===== src/rtl/imem_loader_if.sv =====
// Byte-stream handshake bundle feeding the instruction-memory loader.
// Ports: byte_valid/byte_data from the source, byte_ready back from the loader.
interface imem_loader_if;
    logic       byte_valid;
    logic [7:0] byte_data;
    logic       byte_ready;

    modport master (
        output byte_valid,
        output byte_data,
        input  byte_ready
    );

    modport slave (
        input  byte_valid,
        input  byte_data,
        output byte_ready
    );
endinterface


===== src/rtl/imem_loader.sv =====
// Boot loader: framed byte stream -> sequential 32-bit imem writes, then
// releases the core (load) on a good checksum or latches error otherwise.
// Ports: clk, areset (sync, active-high), start pulse, bs (byte stream
// slave), imem_we/imem_addr/imem_wdata write port, load, error, busy,
// words_written (words written in the current frame).
module imem_loader #(
    parameter int ADDR_WIDTH = 8
) (
    input  logic                  clk,
    input  logic                  areset,
    input  logic                  start,
    imem_loader_if.slave          bs,
    output logic                  imem_we,
    output logic [ADDR_WIDTH-1:0] imem_addr,
    output logic [31:0]           imem_wdata,
    output logic                  load,
    output logic                  error,
    output logic                  busy,
    output logic [ADDR_WIDTH:0]   words_written
);

    localparam int CAP = 1 << ADDR_WIDTH;
    localparam logic [ADDR_WIDTH:0] ONE = 1;

    typedef enum logic [2:0] {
        IDLE, LEN0, LEN1, DATA, CHK, RUN, ERR
    } state_t;

    state_t state, state_nx;

    logic [7:0]          len_lo;
    logic [ADDR_WIDTH:0] n_words;
    logic [1:0]          byte_idx;
    logic [23:0]         asm_q;
    logic [7:0]          xor_q;
    logic                xfer;
    logic [16:0]         len_full;
    logic                last_word;

    assign xfer      = bs.byte_valid && bs.byte_ready;
    assign len_full  = {1'b0, bs.byte_data, len_lo};
    assign last_word = (words_written + ONE) == n_words;

    // Handshake and status outputs are pure decodes of the state register.
    assign bs.byte_ready = (state == LEN0) || (state == LEN1) ||
                           (state == DATA) || (state == CHK);
    assign busy  = bs.byte_ready;
    assign load  = (state == RUN);
    assign error = (state == ERR);

    always_ff @(posedge clk) begin
        if (areset) begin
            state <= IDLE;
        end else begin
            state <= state_nx;
        end
    end

    always_comb begin
        state_nx = state;
        unique case (state)
            IDLE: begin
                if (start) state_nx = LEN0;
            end
            LEN0: begin
                if (xfer) state_nx = LEN1;
            end
            LEN1: begin
                if (xfer) begin
                    // Lengths beyond capacity are rejected up front so the
                    // write address can never wrap.
                    if (len_full > 17'(CAP)) begin
                        state_nx = ERR;
                    end else if (len_full == 17'd0) begin
                        state_nx = CHK;
                    end else begin
                        state_nx = DATA;
                    end
                end
            end
            DATA: begin
                if (xfer && byte_idx == 2'd3 && last_word) begin
                    state_nx = CHK;
                end
            end
            CHK: begin
                if (xfer) begin
                    state_nx = (bs.byte_data == xor_q) ? RUN : ERR;
                end
            end
            default: state_nx = state;
        endcase
    end

    always_ff @(posedge clk) begin
        if (areset) begin
            imem_we       <= 1'b0;
            imem_addr     <= '0;
            imem_wdata    <= '0;
            words_written <= '0;
            len_lo        <= '0;
            n_words       <= '0;
            byte_idx      <= '0;
            asm_q         <= '0;
            xor_q         <= '0;
        end else begin
            imem_we <= 1'b0;
            if (state == IDLE && start) begin
                xor_q         <= '0;
                words_written <= '0;
                byte_idx      <= '0;
            end
            if (xfer) begin
                case (state)
                    LEN0: len_lo  <= bs.byte_data;
                    LEN1: n_words <= len_full[ADDR_WIDTH:0];
                    DATA: begin
                        xor_q    <= xor_q ^ bs.byte_data;
                        byte_idx <= byte_idx + 2'd1;
                        if (byte_idx == 2'd3) begin
                            imem_we       <= 1'b1;
                            imem_addr     <= words_written[ADDR_WIDTH-1:0];
                            imem_wdata    <= {bs.byte_data, asm_q};
                            words_written <= words_written + ONE;
                        end else begin
                            // LSB-first: older bytes drift toward bit 0.
                            asm_q <= {bs.byte_data, asm_q[23:8]};
                        end
                    end
                    default: ;
                endcase
            end
        end
    end

endmodule


===== src/flat_wrapper.sv =====
// flat-port wrapper written by rule: the top's interface ports become plain ports
module imem_loader_flat 
#(
    parameter int ADDR_WIDTH = 8
)
  (clk, areset, start, imem_we, imem_addr, imem_wdata, load, error, busy, words_written, bs_byte_valid, bs_byte_data, bs_byte_ready);
  imem_loader_if bs_i ();
  input  logic clk;
  input  logic areset;
  input  logic start;
  output logic imem_we;
  output logic [ADDR_WIDTH-1:0] imem_addr;
  output logic [31:0] imem_wdata;
  output logic load;
  output logic error;
  output logic busy;
  output logic [ADDR_WIDTH:0] words_written;
  input wire logic [$bits(bs_i.byte_valid)-1:0] bs_byte_valid;
  input wire logic [$bits(bs_i.byte_data)-1:0] bs_byte_data;
  output wire logic [$bits(bs_i.byte_ready)-1:0] bs_byte_ready;
  assign bs_i.byte_valid = bs_byte_valid;
  assign bs_i.byte_data = bs_byte_data;
  assign bs_byte_ready = bs_i.byte_ready;
  imem_loader #(.ADDR_WIDTH(ADDR_WIDTH)) u_core (.clk(clk), .areset(areset), .start(start), .bs(bs_i), .imem_we(imem_we), .imem_addr(imem_addr), .imem_wdata(imem_wdata), .load(load), .error(error), .busy(busy), .words_written(words_written));
endmodule

===== config.mk =====
export PLATFORM = sky130hd
export DESIGN_NAME = imem_loader_flat
export DESIGN_NICKNAME = d
export VERILOG_FILES = /design/src/rtl/imem_loader_if.sv /design/src/rtl/imem_loader.sv /design/src/flat_wrapper.sv
export SDC_FILE = /design/constraint.sdc
export NUM_CORES = 1
export LEC_CHECK = 0
export ABC_CLOCK_PERIOD_IN_PS = 1700
export CORE_MARGIN = 2
export CORE_UTILIZATION = 30
export DETAILED_ROUTE_END_ITERATION = 7
export PLACE_DENSITY_LB_ADDON = 0.25
export RECOVER_POWER = 25
export SYNTH_ARGS = -nofsm -noshare
export SYNTH_HDL_FRONTEND = slang
export SYNTH_SLANG_ARGS = --single-unit

===== constraint.sdc =====
create_clock -name clk -period 1.7 [get_ports clk]
set_input_delay 0.17 -clock clk [delete_from_list [all_inputs] [get_ports clk]]
set_output_delay 0.17 -clock clk [all_outputs]
set_load 0.01 [all_outputs]

==> results.tsv, run 1 <==
stage	metric	value	unit
outcome	status	finished, violations left	
outcome	violated checks	setup timing	
critical_path	RR Endpoint	u_core.state[2]	
cts	Hold Buf Count CTS	0	
routing	1st-pass router iterations	4	
placement	DP HPWL	9004	µm
timing	RSZ-0062 raised after global routing	true	
floorplanning	Die Wd	125.4	µm
job	number of max-cap violations	0	
final_layout	fraction of layout cells with a size suffix above 1	0.1669	
timing	final critical-path required period	1.851	ns
cts	Root Buffer	clkbuf_16	
timing	Max Clock Skew	0.007040	ns
yosys	EDFF count, synth	0	
yosys	Netlist Area Pre-Place	4420	µm²
placement	Final Wtd Congestion	0.8745	
yosys	Yosys top cell area share	0.4710	
yosys	XOR/XNOR Fraction of Synth Area	0.03963	
power	power per cell area	916.7	nW/µm²
floorplanning	Starting Density	0.3053	
routing	Wirelength per Cell	14.32	µm
final_layout	design area	6076	µm²
routing	Vias	4174	
yosys	dominant synthesized flop cell	dfxtp_1	
final_layout	diode count	0	
critical_path	critical path class	register to register	
yosys	most frequent cell after synthesis	nand2_1	
global_routing	met2 Use GR	0.2669	
cts	CTS clk-pin slew, worst paths	0.08	ns
cts	latest clock arrival within the worst-skew pair	0.36	ns
critical_path	Worst EP arrival	2.15	ns
timing	relative slew slack	0.7486	
floorplanning	# rows	44	
timing	final worst slack	-0.1515	ns
yosys	Simple-Gate Fraction of Synth Area	0.2525	
global_routing	gr ovfl total	0	
final_layout	Layout area overhead	37.45	%
final_layout	NumNets Final	692	
global_routing	met1 usage	0.2077	
critical_path	CP max FO	6	
timing	Slew @ Worst Pin	0.3770	ns
yosys	Yosys Warn Count	0	
timing	Final Cycle Share	1.089	
floorplanning	Core Region	14480	µm²
yosys	top post-synthesis cells by area	dfxtp_1 47%, nand2_1 15%, a21oi_1 11%	
global_routing	first-pass GRT wire length	20300	µm
yosys	main combinational cell family by area after synthesis	simple AND/OR/NAND/NOR gates	
yosys	Synth Area per Inst	7.661	µm²
global_routing	largest net degree at the start of global routing	46	
yosys	Gate Count Post-Synth	577	
critical_path	CP startpoint	u_core.words_written[1]	
yosys	Synth Area in Adders	0.005661	
yosys	top cells by count, synth	172 x nand2_1, 104 x dfxtp_1, 100 x a21oi_1, 44 x nor2_1, 37 x clkbuf_1	
worst_hold_path	Hold Path Origin	areset	
final_layout	filler cell count	1490	
critical_path	path depth of the worst reg2reg path	7	
worst_hold_path	WHS Endpoint	u_core.len_lo[7]	
final_layout	final core utilization	0.4196	
power	Max IR drop VDD	433.8	µV
yosys	flops & latches, synth	104	
cts	CTS buffer count	9	
critical_path	worst reg2reg startpoint	u_core.words_written[1]	
routing	DR DRC count	0	
critical_path	worst path required time	1.99	ns
yosys	Synth cell types	46	
yosys	fraction of synthesized area in multiplexers	0.02264	
placement	Placed Area	5728	µm²
critical_path	reg-to-reg setup timing slack	-0.15	ns
routing	initial DRC count	245	
routing	Post-Route WL	12420	µm
global_routing	antenna violations before repair	0	
cts	Clock Sinks	104	
yosys	Post-Syn Nets	591	
floorplanning	full die area	15720	µm²
yosys	Synth area leader	dfxtp_1	
timing	Hold Fails Final Rpt	0	
global_routing	vias in the first global route	4017	
global_routing	Most Crowded Layer GR	met2	
timing	FMAX	540.1	MHz
global_routing	Global Route met3 Usage	0.03594	
timing	Final Max Tran Viols	0	
yosys	Async SR Flop Fraction	0	
final_layout	Layout Cells excl Fill	867	
cts	clk buf depth	2	
cts	H-tree levels	3	
worst_hold_path	worst hold path depth	2	
critical_path	Worst setup SP type	register	
placement	Port Buffer Count	65	
critical_path	CP Capture Type	register	
cts	clock tree from TritonCTS	yes	
global_routing	Tot GR Track Use	0.1600	
floorplanning	IO Count	66	
power	Leak	2.260	nW
routing	mean number of vias per cell	4.814	
routing	post-route ant nets	0	
placement	Placed Cells	849	
timing	setup violators final	4	
yosys	register area share after synthesis	0.4710	
timing	Setup TNS	-0.4267	ns
yosys	post-synthesis compound-gate area fraction	0.1613	
worst_hold_path	Min-Delay Path Class	input pin to register	
floorplanning	Vert. Die Dim	125.4	µm
==> flip-flops by register name (all words and copies together), names as in the netlist <==
| register | count |
|---|---|
| u_core.byte_idx | 2 |
| u_core.state | 3 |
| u_core.imem_we | 1 |
| u_core.n_words | 9 |
| u_core.imem_wdata | 32 |
| u_core.xor_q | 8 |
| u_core.words_written | 9 |
| u_core.asm_q | 24 |
| u_core.len_lo | 8 |
| u_core.imem_addr | 8 |
==> power breakdown <==
| part | internal [W] | total, W | switching (W) |
|---|---|---|---|
| Sequential | 0.00250 | 0.00255 | 0.0000589 |
| Clock | 0.00103 | 0.00204 | 0.00101 |
| Combinational | 0.000462 | 0.000979 | 0.000516 |
==> kinds of logic (layout without fill, tap and decap cells) <==
logic type / Yosys count / in the layout
AO/OA/AOI/OAI: 131 / 131
flip-flops: 104 / 104
adder cells (fa/ha/maj): 2 / 2
buffers and inverters: 50 / 156
XOR/XNOR: 20 / 20
AND/OR/NAND/NOR: 260 / 260
multiplexers: 10 / 10
==> layout make-up <==
cell class,instances,area [µm²],area share
clock inverter,7,61.31,0.01009
tap,184,230.2,0.03789
sequential,104,2093,0.3445
inverter,4,15.01,0.002471
clock buffer,9,225.2,0.03707
timing repair buffer,136,1254,0.2063
multi-input combinational,423,2197,0.3616
==> layout by cell type, fill, tap and decap left out, types with 3 or more instances in the layout <==
cell             netlist  final
clkdlybuf4s50_1        0     25
inv_1                  4      4
dlygate4sd2_1          0      3
clkbuf_16              0      9
dlygate4sd3_1          0     33
a21oi_1              100     99
xnor2_1                9      9
nand2_1              172    171
dfxtp_2                0      3
nor2_1                44     42
buf_12                 0      6
nor3_1                 8      8
buf_4                  4     63
o21ai_0               18     17
dfxtp_1              104     99
nand4_1                3      3
mux2i_1               10     10
nand3_1                4      3
xor2_1                11     11
nor4_1                 8      6
==> critical path, cell delays in order, from the launching register on <==
cell and delay [ns]:
dfxtp_4 0.36, ha_4 0.18, nand3_4 0.08, or4b_4 0.49, o22ai_2 0.17, o221ai_2 0.13
o211ai_2 0.20, and3b_1 0.17
==> worst max-delay path by stage <==
stage               cells after the start  slack, ns                    end
floorplan                               8      -0.18        u_core.state[2]
global placement                        6      -0.28  u_core.imem_wdata[23]
detailed placement                      6      -0.27  u_core.imem_wdata[23]
CTS                                     7      -0.15        u_core.state[2]
global route                            7      -0.21        u_core.state[1]
finish                                  7      -0.15        u_core.state[2]
==> through the flow <==
stage               total power, W  setup slack [ns]  hold slack [ns]
floorplan                 0.003164           -0.1755           0.4321
global placement          0.003584           -0.2806           0.4424
detailed placement        0.003588           -0.2683           0.4491
CTS                       0.005626           -0.1508           0.1893
global route              0.005849           -0.2114           0.2134
finish                    0.005570           -0.1515           0.1993
==> repair_timing <==
action,in CTS,in global routing
setup endpoints to repair,34,8
resized for setup,10,12
endpoints found under the hold margin,0,0
buffers inserted,2,0
cloned,0,0
pin swaps,5,1
==> layer usage <==
layer / up-vias / routed length, µm
li1: 2126 / -
met1: 1969 / 5876
met2: 67 / 5957
met3: 12 / 398
met4: 0 / 187
met5: - / 0
Power figures use the tool's default switching activity.
==> inputs of run 2 (changes only) <==
--- a/config.mk
+++ b/config.mk
@@ -9,6 +9,7 @@
 export CORE_MARGIN = 2
 export CORE_UTILIZATION = 30
 export DETAILED_ROUTE_END_ITERATION = 7
+export GPL_TIMING_DRIVEN = 0
 export PLACE_DENSITY_LB_ADDON = 0.25
 export RECOVER_POWER = 25
 export SYNTH_ARGS = -nofsm -noshare
==> results.tsv, run 2 (synthesized netlist as in run 1, its figures left out) <==
stage	metric	value	unit
cts	clock tree from TritonCTS	yes	
cts	clk buf depth	2	
power	Leak	2.126	nW
floorplanning	Vert. Die Dim	125.4	µm
outcome	status	finished, violations left	
floorplanning	Starting Density	0.3053	
critical_path	CP max FO	6	
outcome	violated checks	setup timing	
timing	final worst slack	-0.2336	ns
cts	CTS buffer count	9	
final_layout	diode count	0	
global_routing	vias in the first global route	3985	
cts	CTS clk-pin slew, worst paths	0.07	ns
global_routing	gr ovfl total	0	
critical_path	Worst setup SP type	register	
critical_path	worst reg2reg startpoint	u_core.words_written[1]	
floorplanning	# rows	44	
power	power per cell area	945.9	nW/µm²
routing	1st-pass router iterations	5	
routing	Wirelength per Cell	14.45	µm
global_routing	largest net degree at the start of global routing	19	
floorplanning	IO Count	66	
critical_path	path depth of the worst reg2reg path	7	
timing	RSZ-0062 raised after global routing	true	
routing	DR DRC count	0	
critical_path	Worst path slowest cell	or4b_4	
routing	mean number of vias per cell	4.952	
critical_path	CP Capture Type	register	
routing	initial DRC count	199	
final_layout	most common cell after layout, fill and taps aside	nand2_1	
critical_path	worst path bufs/invs	0	
timing	Final Cycle Share	1.137	
floorplanning	full die area	15720	µm²
global_routing	Tot GR Track Use	0.1562	
placement	Final Wtd Congestion	0.8806	
worst_hold_path	Hold Path Origin	bs_byte_data[7]	
routing	Vias	4229	
final_layout	final core utilization	0.4054	
critical_path	CP delay by family, top	compound AO/OA/AOI/OAI gates	
worst_hold_path	worst hold path depth	3	
global_routing	antenna violations before repair	0	
final_layout	fraction of layout cells with a size suffix above 1	0.1403	
final_layout	Regs by FF count	u_core.imem_wdata x32, u_core.asm_q x24	
cts	H-tree levels	3	
final_layout	NumNets Final	679	
timing	relative slew slack	0.6021	
final_layout	Layout area overhead	32.78	%
routing	post-route ant nets	0	
placement	DP HPWL	8754	µm
final_layout	Largest register FFs	32	
timing	Final Max Tran Viols	0	
critical_path	Worst EP arrival	2.14	ns
placement	Port Buffer Count	56	
critical_path	critical path class	register to register	
timing	Slew @ Worst Pin	0.5969	ns
floorplanning	Die Wd	125.4	µm
final_layout	Biggest register	u_core.imem_wdata	
timing	Max Clock Skew	0.009836	ns
cts	Hold Buf Count CTS	0	
final_layout	commonest cells after routing, fill and taps aside	169 x nand2_1, 100 x a21oi_1, 96 x dfxtp_1	
worst_hold_path	Min-Delay Path Class	input pin to register	
critical_path	reg-to-reg setup timing slack	-0.23	ns
final_layout	filler cell count	1515	
timing	FMAX	517.2	MHz
critical_path	max incr delay on CP	0.50	ns
placement	DP Worst Slack	-0.7967	ns
floorplanning	Core Region	14480	µm²
critical_path	worst path required time	1.91	ns
critical_path	CP cell instances	ha_4 -> nand3_4 -> or4b_4 -> o22ai_4 -> o221ai_4 -> o211ai_2 -> a21oi_1	
power	Max IR drop VDD	420.1	µV
global_routing	first-pass GRT wire length	19670	µm
timing	Hold Fails Final Rpt	0	
cts	Clock Sinks	104	
worst_hold_path	WHS Endpoint	u_core.imem_wdata[31]	
timing	final critical-path required period	1.934	ns
routing	Post-Route WL	12340	µm
cts	Root Buffer	clkbuf_16	
critical_path	RR Endpoint	u_core.state[1]	
job	number of max-cap violations	0	
timing	setup violators final	24	
cts	latest clock arrival within the worst-skew pair	0.35	ns
==> run 2: layer usage <==
metal	GRT usage	share of wire	vias up
met5	0	0	-
met4	0.06928	0.025	0
met3	0.02653	0.048	18
met2	0.2529	0.46	119
met1	0.2049	0.46	1980
li1	-	-	2112
==> run 2: area by class of cell <==
type,instances,area (µm²),share of cell area
clock inverter,6,50.05,0.008527
tap,184,230.2,0.03922
timing repair buffer,78,721.9,0.1230
multi-input combinational,423,2263,0.3856
sequential,104,2107,0.3590
clock buffer,10,229.0,0.03901
buffer,45,252.7,0.04306
inverter,4,15.01,0.002558
==> run 2: what timing repair did <==
action / 4_1_cts / 5_1_grt
gates cloned: 0 / 1
gates resized for setup: 52 / 31
pin swaps: 12 / 8
buffers inserted: 15 / 6
setup endpoints to repair: 85 / 91
==> run 2: how the worst max path moves through the flow <==
stage | from | to | slack, ns | cells after the start
global route | u_core.words_written[0] | u_core.state[2] | -0.28 | 7
detailed placement | bs_byte_valid | u_core.imem_wdata[6] | -0.80 | 6
global placement | bs_byte_valid | u_core.imem_wdata[21] | -0.79 | 6
finish | u_core.words_written[1] | u_core.state[1] | -0.23 | 7
floorplan | u_core.words_written[1] | u_core.state[2] | -0.18 | 8
CTS | u_core.words_written[1] | u_core.state[1] | -0.23 | 7
==> run 2: worst register-to-register path, cell delays in order, from the launching register on <==
cell and delay [ns]:
dfxtp_4 0.36, ha_4 0.18, nand3_4 0.09, or4b_4 0.50
o22ai_4 0.18, o221ai_4 0.16, o211ai_2 0.23, a21oi_1 0.10
==> run 2: through the flow <==
stage | power, W | cells | cell area [µm²] | hold slack [ns] | setup TNS (ns)
floorplan | 0.003164 | 577 | 4444 | 0.4321 | -0.5029
global placement | 0.003389 | 817 | 5235 | 0.4398 | -49.12
detailed placement | 0.003414 | 817 | 5235 | 0.4471 | -50.57
CTS | 0.005523 | 847 | 5773 | 0.2297 | -0.6596
global route | 0.005780 | 854 | 5869 | 0.2492 | -8.575
finish | 0.005552 | 854 | 5869 | 0.2410 | -0.9368
==> run 2: where the power goes <==
group | switching [W] | leakage (nW) | internal [W] | total (W)
clock network | 0.000976 | 0.135 | 0.00102 | 0.00199
logic | 0.000552 | 1.15 | 0.000442 | 0.000995
registers | 0.0000665 | 0.844 | 0.00250 | 0.00256
total | 0.00160 | 2.13 | 0.00396 | 0.00555
==> inputs of run 3 (changes only) <==
--- a/config.mk
+++ b/config.mk
@@ -6,6 +6,7 @@
 export NUM_CORES = 1
 export LEC_CHECK = 0
 export ABC_CLOCK_PERIOD_IN_PS = 1700
+export CAP_MARGIN = 20
 export CORE_MARGIN = 2
 export CORE_UTILIZATION = 30
 export DETAILED_ROUTE_END_ITERATION = 7
==> results of run 3 <==
Same layout as run 2: the final DEF is identical, and so are final timing and power.
